--- config.mk ---
export PLATFORM = sky130hd
export DESIGN_NAME = shift_count_register
export DESIGN_NICKNAME = d
export VERILOG_FILES = /design/src/rtl/shift_count_register.sv
export SDC_FILE = /design/constraint.sdc
export NUM_CORES = 1
export LEC_CHECK = 0
export CAP_MARGIN = 20
export CORE_MARGIN = 1
export CORE_UTILIZATION = 53
export DETAILED_ROUTE_END_ITERATION = 7
export PLACE_DENSITY = 0.93
export SYNTH_ARGS = -nofsm -noshare
export SYNTH_HDL_FRONTEND = slang
export SYNTH_SLANG_ARGS = --single-unit
--- constraint.sdc ---
create_clock -name clk -period 3.11 [get_ports clk]
set_input_delay 0.622 -clock clk [delete_from_list [all_inputs] [get_ports clk]]
set_output_delay 0.622 -clock clk [all_outputs]
set_load 0.01 [all_outputs]
--- src/rtl/shift_count_register.sv ---
// shift_count_register: clear/load/inc/dec register with a sequential
// one-bit-per-cycle shifter (logical/arith/rotate), carry and serial out.
// Ports: clk, rst_n; cl, ld/in, inc/dec/step; sh_start/sh_dir/sh_mode/
// sh_amt/ser_in; out, zero, carry, ser_out, busy, done.
package shift_count_pkg;

  typedef enum logic {
    IDLE  = 1'b0,
    SHIFT = 1'b1
  } state_t;

  typedef enum logic [1:0] {
    SH_LOG = 2'b00,
    SH_ARI = 2'b01,
    SH_ROT = 2'b10,
    SH_RSV = 2'b11
  } sh_mode_t;

  typedef struct packed {
    logic     dir;
    sh_mode_t mode;
  } sh_ctrl_t;

endpackage

module shift_count_register
  import shift_count_pkg::*;
#(
  parameter int DATA_WIDTH = 16,
  parameter int AMT_WIDTH  = 5,
  parameter bit SATURATE   = 1'b0
) (
  input  logic                  clk,
  input  logic                  rst_n,
  input  logic                  cl,
  input  logic                  ld,
  input  logic [DATA_WIDTH-1:0] in,
  input  logic                  inc,
  input  logic                  dec,
  input  logic [DATA_WIDTH-1:0] step,
  input  logic                  sh_start,
  input  logic                  sh_dir,
  input  logic [1:0]            sh_mode,
  input  logic [AMT_WIDTH-1:0]  sh_amt,
  input  logic                  ser_in,
  output logic [DATA_WIDTH-1:0] out,
  output logic                  zero,
  output logic                  carry,
  output logic                  ser_out,
  output logic                  busy,
  output logic                  done
);

  localparam int MSB = DATA_WIDTH - 1;

  state_t state_q;
  state_t state_d;

  logic [AMT_WIDTH-1:0] cnt_q;
  logic [AMT_WIDTH-1:0] cnt_d;

  sh_ctrl_t ctrl_q;
  sh_ctrl_t ctrl_d;

  logic [DATA_WIDTH-1:0] out_q;
  logic [DATA_WIDTH-1:0] out_d;
  logic                  carry_q;
  logic                  carry_d;
  logic                  ser_q;
  logic                  ser_d;
  logic                  busy_q;
  logic                  busy_d;
  logic                  done_q;
  logic                  done_d;

  logic in_idle;
  logic amt_zero;
  logic last;

  logic do_ld;
  logic do_inc;
  logic do_dec;
  logic do_start;
  logic do_shift;

  logic [DATA_WIDTH:0]   sum;
  logic [DATA_WIDTH:0]   diff;
  logic                  fill;
  logic                  shout;
  logic [DATA_WIDTH-1:0] shifted;

  assign in_idle  = (state_q == IDLE);
  assign amt_zero = (sh_amt == '0);
  assign last     = (cnt_q == AMT_WIDTH'(1));

  // Fixed IDLE priority: cl > ld > inc > dec > sh_start.
  assign do_ld    = in_idle & ~cl & ld;
  assign do_inc   = in_idle & ~cl & ~ld & inc;
  assign do_dec   = in_idle & ~cl & ~ld & ~inc & dec;
  assign do_start = in_idle & ~cl & ~ld & ~inc
                  & ~dec & sh_start;
  assign do_shift = ~in_idle & ~cl;

  // Extra top bit carries the carry-out / borrow.
  assign sum  = {1'b0, out_q} + {1'b0, step};
  assign diff = {1'b0, out_q} - {1'b0, step};

  // One-bit shift of the current value using latched dir/mode.
  always_comb begin
    fill = ser_in;
    unique case (ctrl_q.mode)
      SH_ARI:  fill = ctrl_q.dir ? 1'b0 : out_q[MSB];
      SH_ROT:  fill = ctrl_q.dir ? out_q[MSB] : out_q[0];
      default: fill = ser_in;
    endcase
  end

  always_comb begin
    shifted = '0;
    shout   = 1'b0;
    if (ctrl_q.dir) begin
      shout      = out_q[MSB];
      shifted[0] = fill;
      for (int i = 1; i < DATA_WIDTH; i++)
        shifted[i] = out_q[i-1];
    end else begin
      shout        = out_q[0];
      shifted[MSB] = fill;
      for (int i = 0; i < DATA_WIDTH - 1; i++)
        shifted[i] = out_q[i+1];
    end
  end

  // FSM: state register.
  always_ff @(posedge clk or negedge rst_n) begin
    if (!rst_n) begin
      state_q <= IDLE;
      cnt_q   <= '0;
      ctrl_q  <= '0;
    end else begin
      state_q <= state_d;
      cnt_q   <= cnt_d;
      ctrl_q  <= ctrl_d;
    end
  end

  // FSM: next state.
  always_comb begin
    state_d = state_q;
    cnt_d   = cnt_q;
    ctrl_d  = ctrl_q;
    unique case (state_q)
      IDLE: begin
        if (do_start && !amt_zero) begin
          state_d     = SHIFT;
          cnt_d       = sh_amt;
          ctrl_d.dir  = sh_dir;
          ctrl_d.mode = sh_mode_t'(sh_mode);
        end
      end
      SHIFT: begin
        if (cl) begin
          state_d = IDLE;
          cnt_d   = '0;
        end else begin
          cnt_d = cnt_q - AMT_WIDTH'(1);
          if (last)
            state_d = IDLE;
        end
      end
      default: begin
        state_d = IDLE;
        cnt_d   = '0;
      end
    endcase
  end

  // FSM: outputs. A zero-length shift completes without entering SHIFT.
  always_comb begin
    busy_d = (state_d == SHIFT);
    done_d = (do_start & amt_zero)
           | (do_shift & last);
  end

  // Datapath next value; the selects are mutually exclusive.
  always_comb begin
    out_d   = out_q;
    carry_d = carry_q;
    ser_d   = ser_q;
    unique case (1'b1)
      cl: begin
        out_d   = '0;
        carry_d = 1'b0;
        ser_d   = 1'b0;
      end
      do_ld: begin
        out_d   = in;
        carry_d = 1'b0;
      end
      do_inc: begin
        carry_d = sum[DATA_WIDTH];
        if (SATURATE && sum[DATA_WIDTH])
          out_d = '1;
        else
          out_d = sum[MSB:0];
      end
      do_dec: begin
        carry_d = diff[DATA_WIDTH];
        if (SATURATE && diff[DATA_WIDTH])
          out_d = '0;
        else
          out_d = diff[MSB:0];
      end
      do_shift: begin
        out_d = shifted;
        ser_d = shout;
      end
      default: begin
        out_d   = out_q;
        carry_d = carry_q;
        ser_d   = ser_q;
      end
    endcase
  end

  always_ff @(posedge clk or negedge rst_n) begin
    if (!rst_n) begin
      out_q   <= '0;
      carry_q <= 1'b0;
      ser_q   <= 1'b0;
      busy_q  <= 1'b0;
      done_q  <= 1'b0;
    end else begin
      out_q   <= out_d;
      carry_q <= carry_d;
      ser_q   <= ser_d;
      busy_q  <= busy_d;
      done_q  <= done_d;
    end
  end

  assign out     = out_q;
  assign zero    = (out_q == '0);
  assign carry   = carry_q;
  assign ser_out = ser_q;
  assign busy    = busy_q;
  assign done    = done_q;

endmodule

==> out/results.tsv, run 1 <==
metric	value	unit
cts.root.buffer_cell	clkbuf_8	
initial_core_util	55.9	%
relSlewSlack	31.6	%
ys_warn_count	0	
firstDrtPassIters	7	
final_nets	599	
p_comb_share	68.1	%
drv_slew	0	
cp.required	3340	ps
row_count	28	
area_growth	32.2	%
antenna_found_initial	0	
wl_per_cell	18.7	um
grt.overflow.total	0	
power.switching	1.42	mW
drc	0	
critPathArrivalTime	3220	ps
finalClockSkew	2.99	ps
numPortBuffers	68	
post-cts-setup-buffer-count	0	
grt_max_degree	29	
numPlacedInstances	582	
clk_latency	290	ps
dp_slack	-309	ps
crit_type	in -> reg	
fin_crit	2990	ps
first_global_vias	3728	
power_density	690	mW/mm^2
layout_setup_ws	122	ps
p_leak	1.97	nW
r2r_slack	310	ps
status	finished clean	
wl	11000	um
core_area	0.00603	mm^2
cp_max_fo	3	
grtUsageTotal	33.1	%
die_width	81.7	um
stdcell_count	586	
fillers	454	
place.detailed.hpwl	8460	um
ys.flop_type	dfrtp_1	
drive_gt1_share	13.9	%
ys_async_sr_fraction	100	%
synth_cells	421	
cap_violations	0	
path_clk_slew	110	ps
cts_max_level	1	
ys_ff_latch	28	
min_path_cells	2	
gp_congestion	0.967	
period_share	96.1	%
drt_iter0_drc	391	
numCtsBuffers	3	
synth-edff-count	0	
clk_path_buf_depth	2	
worstMarginPinSlew	1020	ps
reg2regPathDepth	11	
syn-cell-area	0.00337	mm^2
die_y	81.7	um
cp-start-kind	input port	
synth_cell_types	61	
synth-seq-area-share	20.8	%
via_per_inst	6.61	
cts_tree	done	
synthesis.nets	508	
clockPowerShare	10.0	%
switching_share	46.1	%
max_freq	0.335	GHz
hold_class	reg -> reg	
seqPwrFrac	21.9	%
grt_pass1_wl	17100	um
ir_drop	384	uV
n_antenna_cell	0	
intPower	1.65	mW
setup_viol_count_final	0	
hold_viol	0	
num_vias	3876	
postSynthAreaPerCell	7.99	um^2
end_kind	flip-flop	
dieArea	0.00667	mm^2
io_pins	69	
ant_nets	0	
cts_sinks	28	
area by class of cell:
class	count	area (um^2)	share of cell area (%)
multi-input combinational	334	2450	55.1
clock inverter	1	30.0	0.675
sequential	28	701	15.8
clock buffer	3	41.3	0.928
inverter	34	128	2.87
timing repair buffer	111	1000	22.6
tap	75	93.8	2.11
routing by layer:
metal | GRT usage (%) | part of all wire (%)
met5 | 0 | 0
met4 | 14.9 | 4.0
met3 | 4.56 | 8.8
met2 | 54.9 | 46
met1 | 42.4 | 41
worst max-delay path, stage by stage:
cell             delay (ps)
clkdlybuf4s50_1         510
ha_1                    190
inv_1                    60
fa_2                    360
o21ba_2                 240
or4_1                   430
a21oi_1                 150
a211o_1                 170
buf_4                   130
o21a_1                  160
a21oi_1                  90
nor2_1                  100
what timing repair did:
| item | 4_1_cts | 5_1_grt |
|---|---|---|
| hold buffers | 0 | 0 |
| resized for setup | 1 | 5 |
| setup endpoints to repair | 1 | 5 |
| pin swaps | 0 | 3 |
flip-flops by register name, indices dropped and copies added (netlist names):
| register | flops |
|---|---|
| carry | 1 |
| cnt_q | 5 |
| out | 16 |
| ser_out | 1 |
| busy | 1 |
| ctrl_q | 3 |
| done | 1 |
Yosys cell counts, drive strengths merged (5+ instances only):
cell type,number,area (um^2)
nor4,5,31.3
mux2,14,158
nand3,8,40.0
o22ai,10,62.6
nor2b,8,50.1
clkbuf,15,56.3
nand2,27,101
o21a,8,60.1
nand2b,5,31.3
o21ai,20,104
a31oi,5,31.3
nor2,37,139
a211oi,5,37.5
a21o,5,37.5
a21oi,32,160
inv,34,128
ha,37,463
a222oi,12,120
mux2i,10,100
nor3,13,65.1
a221oi,8,70.1
dfrtp,28,701
xnor2,5,43.8
buf,10,56.3
logic make-up after synthesis:
family / after synthesis / share of synthesized area (%)
AO/OA/AOI/OAI: 137 / 28.5
AND/OR/NAND/NOR: 126 / 18.9
buffers and inverters: 59 / 7.14
adder cells (fa/ha/maj): 39 / 14.9
flip-flops: 28 / 20.8
multiplexers: 24 / 7.66
XOR/XNOR: 8 / 2.08
power groups by stage:
stage / clock (mW) / sequential, mW / combinational [mW]
final: 0.308 / 0.672 / 2.09
after detailed placement: 0 / 0.665 / 2.01
after global placement: 0 / 0.659 / 1.93
after CTS: 0.301 / 0.663 / 2.03
after floorplan: 0 / 0.654 / 1.22
after global routing: 0.316 / 0.685 / 2.26
worst paths after layout:
check	from	endpoint
max in group asynchronous	rst_n	out[13]$_DFFE_PN0P_
min reg2reg	ser_out$_DFFE_PN0P_	ser_out$_DFFE_PN0P_
max reg2reg	out[0]$_DFFE_PN0P_	carry$_DFFE_PN0P_
min in group asynchronous	rst_n	out[1]$_DFFE_PN0P_
max	step[0]	out[14]$_DFFE_PN0P_
min	ser_out$_DFFE_PN0P_	ser_out$_DFFE_PN0P_
metrics by stage:
| stage | total power [mW] | area, um^2 | hold WS [ps] | TNS (ps) | utilization (%) |
|---|---|---|---|---|---|
| 3_3_place_gp | 2.58 | 4360 | 535 | -613 | 72.3 |
| 6_report | 3.07 | 4450 | 569 | 0 | 73.8 |
| 4_1_cts | 2.99 | 4430 | 572 | 0 | 73.5 |
| 3_5_place_dp | 2.68 | 4360 | 558 | -1580 | 72.3 |
| 2_1_floorplan | 1.87 | 3370 | 326 | 0 | - |
| 5_1_grt | 3.26 | 4450 | 594 | -25.7 | 73.8 |
layout by cell type (no fill, tap or decap), drive strengths merged, types with 4 or more instances in the layout:
cell type	Yosys	layout
mux2	14	14
nor4	5	5
o21ai	20	20
a222oi	12	12
a31oi	5	5
mux2i	10	10
nand2	27	27
o31ai	4	4
inv	34	34
nand2b	5	5
nor2	37	37
a21oi	32	32
dfrtp	28	28
nor2b	8	8
a21o	5	5
and2	4	4
nand3	8	8
nor3	13	13
o211ai	4	4
a221oi	8	8
o21a	8	8
o22ai	10	10
buf	10	43
ha	37	37
a211oi	5	5
a2111oi	4	4
xnor2	5	5
clkdlybuf4s50	0	68
Note: power is estimated with default switching activity, not from simulation.
==> inputs of run 2 (changes only) <==
--- a/config.mk
+++ b/config.mk
@@ -5,10 +5,11 @@
 export SDC_FILE = /design/constraint.sdc
 export NUM_CORES = 1
 export LEC_CHECK = 0
-export CAP_MARGIN = 20
+export CAP_MARGIN = 5
 export CORE_MARGIN = 1
 export CORE_UTILIZATION = 53
 export DETAILED_ROUTE_END_ITERATION = 7
+export GPL_TIMING_DRIVEN = 0
 export PLACE_DENSITY = 0.93
 export SYNTH_ARGS = -nofsm -noshare
 export SYNTH_HDL_FRONTEND = slang
==> run 2 against run 1 <==
Cell area down 3.3%. Count of clock-buffer cells in the layout unchanged. Register-to-register slack is essentially flat. Critical path depth decreased by 2. Total power down 4.4%. Sequential power up 3.3%. Flip-flop and latch count stayed put. Final cell count fell by 3.2%. Critical endpoint is now out[13]$_DFFE_PN0P_.
==> out/results.tsv, run 2 (synthesis gave the netlist of run 1 again) <==
metric	value	unit	change
status	finished clean		unchanged
layout_commonest_cell	clkdlybuf4s50_1		unchanged
dieArea	0.00667	mm^2	unchanged
p_leak	1.85	nW	was 1.97 nW
crit_start	step[2]		was step[0]
drive_gt1_share	9.35	%	was 13.9%
num_vias	3724		was 3876
relSlewSlack	41.6	%	was 31.6%
cp_max_fo	8		was 3
stdcell_count	567		was 586
area_growth	27.8	%	was 32.2%
firstDrtPassIters	5		was 7
drc	0		unchanged
initial_core_util	55.9	%	unchanged
cp-start-kind	input port		unchanged
final_nets	580		was 599
cts.root.buffer_cell	clkbuf_8		unchanged
clk_latency	290	ps	about the same
grt_pass1_wl	16900	um	was 17100 um
period_share	96.7	%	was 96.1%
via_per_inst	6.57		was 6.61
ant_nets	0		unchanged
final_area	0.00430	mm^2	was 0.00445 mm^2
die_width	81.7	um	unchanged
core_area	0.00603	mm^2	unchanged
power_density	682	mW/mm^2	was 690 mW/mm^2
grt_setup_unrepaired	true		
cp.required	3250	ps	was 3340 ps
critPathArrivalTime	3150	ps	was 3220 ps
end_kind	flip-flop		unchanged
io_pins	69		unchanged
clockPowerShare	10.1	%	was 10.0%
wl_per_cell	18.7	um	about the same
setup-tns-final	0	ps	unchanged
seqPwrFrac	23.6	%	was 21.9%
die_y	81.7	um	unchanged
numPortBuffers	67		was 68
cts_sinks	28		unchanged
postPlaceCellArea	0.00413	mm^2	was 0.00436 mm^2
drv_slew	0		unchanged
first_global_vias	3601		was 3728
intPower	1.52	mW	was 1.65 mW
grt.overflow.total	0		unchanged
row_count	28		unchanged
max_freq	0.333	GHz	was 0.335 GHz
ir_drop	386	uV	was 384 uV
numCtsBuffers	3		unchanged
grtUsageTotal	32.7	%	was 33.1%
wl	10600	um	was 11000 um
fin_crit	3010	ps	was 2990 ps
place.detailed.hpwl	8190	um	was 8460 um
r2r_start	out[0]$_DFFE_PN0P_		unchanged
finalClockSkew	10.3	ps	was 2.99 ps
worstMarginPinSlew	875	ps	was 1020 ps
hold_class	in -> async		was reg -> reg
final_cell_mix	64 x clkdlybuf4s50_1, 37 x nor2_1, 36 x ha_1		was 68 x clkdlybuf4s50_1, 43 x buf_4, 37 x nor2_1, 37 x ha_1, 34 x inv_1
numPlacedInstances	563		was 582
hold_viol	0		unchanged
path_clk_slew	110	ps	about the same
setup_viol_count_final	0		unchanged
cap_violations	0		unchanged
power.switching	1.41	mW	was 1.42 mW
largest_reg_flops	16		unchanged
p_comb_share	66.2	%	was 68.1%
drt_iter0_drc	323		was 391
crit_type	in -> reg		unchanged
cts_tree	done		unchanged
grt_max_degree	29		unchanged
clk_path_buf_depth	2		unchanged
cts_max_level	1		unchanged
antenna_found_initial	0		unchanged
gp_congestion	0.936		was 0.967
n_antenna_cell	0		unchanged
switching_share	48.1	%	was 46.1%
hold_buffers	0		unchanged
## run 2: area by class of cell
type,instances,area (um^2)
Tap cell,75,93.8
Clock buffer,3,41.3
Buffer,24,113
Multi-Input combinational cell,334,2520
Timing Repair Buffer,68,678
Sequential cell,28,701
Fill cell,488,1720
Clock inverter,1,30.0
Inverter,34,128
## run 2: metal layers
metal / up-vias / part of all wire [%] / global-route usage, %
met5: - / 0 / 0
met4: 0 / 2.8 / 11.4
met3: 36 / 10 / 4.56
met2: 233 / 47 / 57.3
met1: 1729 / 40 / 40.7
li1: 1726 / - / -
## run 2: power groups by stage
stage,Clock [mW],Combinational [mW],Sequential (mW)
3_5_place_dp,0,1.78,0.687
2_1_floorplan,0,1.22,0.654
4_1_cts,0.298,1.83,0.681
5_1_grt,0.310,2.13,0.702
6_report,0.297,1.95,0.694
3_3_place_gp,0,1.72,0.679
## run 2: per-stage QoR
stage               worst slack, ps  hold slack, ps  util, %  total power [mW]
finish                          103             351     71.4              2.94
global placement               -500             544     68.5              2.40
floorplan                       495             326        -              1.87
global route                  -1.30             383     71.4              3.14
CTS                            29.2             528     70.4              2.81
detailed placement             -582             556     68.5              2.47
## run 2: path summary, 6_finish.rpt
check / to / cells past startpoint / slack (ps)
hold / removal: out[1]$_DFFE_PN0P_ / 1 / 350
min in group clk: ser_out$_DFFE_PN0P_ / 2 / 530
setup / recovery: out[13]$_DFFE_PN0P_ / 10 / 100
setup reg to reg: out[12]$_DFFE_PN0P_ / 10 / 310
hold reg to reg: cnt_q[0]$_DFFE_PN0P_ / 1 / 570
max in group asynchronous: cnt_q[1]$_DFFE_PN0P_ / 1 / 2320
## run 2: worst max-delay path: stages
cell             delay [ps]
clkdlybuf4s50_1         480
inv_1                    50
ha_1                    390
nor3b_2                 260
o31ai_1                 180
a2111oi_2               420
o21ai_1                 180
a21oi_2                 170
xor2_1                  250
o221ai_1                150
## run 2: timing repair
action	4_1_cts	5_1_grt
pin swaps	1	2
buffers inserted	1	0
gates resized for setup	7	16
setup endpoints to repair	6	7
==> inputs of run 3 (changes only) <==
--- a/config.mk
+++ b/config.mk
@@ -7,10 +7,11 @@
 export LEC_CHECK = 0
 export CAP_MARGIN = 5
 export CORE_MARGIN = 1
-export CORE_UTILIZATION = 53
+export CORE_UTILIZATION = 54
+export CTS_BUF_LIST = sky130_fd_sc_hd__clkbuf_8
 export DETAILED_ROUTE_END_ITERATION = 7
 export GPL_TIMING_DRIVEN = 0
-export PLACE_DENSITY = 0.93
+export PLACE_DENSITY = 0.94
 export SYNTH_ARGS = -nofsm -noshare
 export SYNTH_HDL_FRONTEND = slang
 export SYNTH_SLANG_ARGS = --single-unit
==> run 3 against run 2 <==
The run now ends with design-rule violations left. First-iteration DRC count rose by 48%. Critical path depth unchanged. Largest power group unchanged. Sequential power about the same. Total power down 0.11%. Die area shrank 1.8%.
==> out/results.tsv, run 3 (synthesis gave the netlist of run 1 again) <==
metric	value	unit	change
finalClockSkew	5.16	ps	was 10.3 ps
period_share	96.5	%	was 96.7%
worst_hold_slack	353	ps	was 351 ps
largest_reg_flops	16		unchanged
via_per_inst	6.66		was 6.57
dp_slack	-586	ps	was -582 ps
cts_tree	done		unchanged
status	finished with violations		was finished clean
cp_slowest_cell	or4b_2		was clkdlybuf4s50_1
wl_per_cell	19.3	um	was 18.7 um
firstDrtPassIters	8		was 5
violations	design-rule violations		
num_vias	3775		was 3724
grtUsageTotal	34.2	%	was 32.7%
path_clk_slew	110	ps	about the same
grt.overflow.total	0		unchanged
wl	10900	um	was 10600 um
worstMarginPinSlew	897	ps	was 875 ps
core_area	0.00596	mm^2	was 0.00603 mm^2
ir_drop	470	uV	was 386 uV
cap_violations	0		unchanged
final_cell_mix	64 x clkdlybuf4s50_1, 37 x nor2_1, 35 x ha_1		was 64 x clkdlybuf4s50_1, 37 x nor2_1, 36 x ha_1
drc	20		was 0
initial_core_util	56.5	%	was 55.9%
power_density	682	mW/mm^2	about the same
cts.root.buffer_cell	clkbuf_8		unchanged
die_y	81.0	um	was 81.7 um
antenna_found_initial	0		unchanged
layout_setup_ws	107	ps	was 103 ps
cts_max_level	1		unchanged
cp_max_fo	8		unchanged
drive_gt1_share	9.96	%	was 9.35%
n_antenna_cell	0		unchanged
grt_setup_unrepaired	false		was true
numPlacedInstances	563		unchanged
io_pins	69		unchanged
place.detailed.hpwl	8020	um	was 8190 um
cp.required	3290	ps	was 3250 ps
die_width	81.0	um	was 81.7 um
stdcell_count	567		unchanged
grt_max_degree	29		unchanged
cp-start-kind	input port		unchanged
cts_sinks	28		unchanged
setup_viol_count_final	0		unchanged
gp_congestion	0.938		was 0.936
hold_class	in -> async		unchanged
drt_iter0_drc	477		was 323
crit_type	in -> reg		unchanged
path_delay_family	compound AO/OA/AOI/OAI gates		unchanged
max_freq	0.333	GHz	about the same
critPathArrivalTime	3180	ps	was 3150 ps
layout_commonest_cell	clkdlybuf4s50_1		unchanged
r2r_slack	280	ps	was 310 ps
p_leak	1.85	nW	about the same
area_growth	27.7	%	was 27.8%
clk_latency	290	ps	about the same
fin_crit	3000	ps	was 3010 ps
final_nets	580		unchanged
end_kind	flip-flop		unchanged
numPortBuffers	67		unchanged
row_count	28		unchanged
clk_path_buf_depth	2		unchanged
critPathBufInv	3		was 2
relSlewSlack	39.3	%	was 41.6%
slowest_delay	630	ps	was 480 ps
path_cells	clkdlybuf4s50_1 > inv_1 > ha_1 > buf_2 > o21a_1 > o31ai_2 > a21oi_1 > or4b_2 > a31oi_1 > o2bb2ai_1		was clkdlybuf4s50_1 > inv_1 > ha_1 > nor3b_2 > o31ai_1 > a2111oi_2 > o21ai_1 > a21oi_2 > xor2_1 > o221ai_1
drv_slew	0		unchanged
grt_pass1_wl	17200	um	was 16900 um
hold_viol	0		unchanged
numCtsBuffers	3		unchanged
dieArea	0.00655	mm^2	was 0.00667 mm^2
ant_nets	0		unchanged
first_global_vias	3600		was 3601
[run 3: repair_timing]
action / 4_1_cts / 5_1_grt
pin swaps: 2 / 5
setup endpoints to repair: 6 / 8
gates resized for setup: 6 / 16
hold buffers: 0 / 0
buffers inserted: 1 / 0
gates cloned: 0 / 0
[run 3: stage by stage]
step                      setup TNS [ps]  total power [mW]  instance area (um^2)  utilization, %
after floorplan                        0              1.87                  3370               -
after global placement             -2700              2.40                  4130            69.3
after detailed placement           -3150              2.46                  4130            69.3
after CTS                              0              2.81                  4230            71.0
after global routing                   0              3.12                  4300            72.2
final                                  0              2.93                  4300            72.2
[run 3: power breakdown]
part	internal [mW]	switching (mW)
clock	0.173	0.128
sequential	0.476	0.220
combinational	0.867	1.07
[run 3: metal layers]
| metal | vias up | global-route usage [%] | wire length [um] |
|---|---|---|---|
| li1 | 1718 | - | - |
| met1 | 1750 | 42.8 | 4410 |
| met2 | 255 | 55.9 | 4960 |
| met3 | 52 | 7.75 | 1170 |
| met4 | 0 | 15.2 | 405 |
| met5 | - | 0 | 0 |
[run 3: worst paths after layout]
path	startpoint	to	cells past startpoint
worst max-delay path	step[3]	out[15]$_DFFE_PN0P_	10
worst min-delay path	rst_n	out[1]$_DFFE_PN0P_	1
worst max register to register	out[0]$_DFFE_PN0P_	out[12]$_DFFE_PN0P_	10
worst min register to register	ctrl_q[0]$_DFFE_PN0P_	ctrl_q[0]$_DFFE_PN0P_	2
max in group asynchronous	rst_n	cnt_q[2]$_DFFE_PN0P_	1
min in group clk	cl	ser_out$_DFFE_PN0P_	2
[run 3: layout make-up]
type	instances	area, um^2
fillers	470	1660
well taps	75	93.8
plain buffers	24	109
clock buffers	3	41.3
clock inverters	1	30.0
flip-flops and latches	28	701
multi-input cells	334	2520
inverters	34	128
repair buffers	68	678
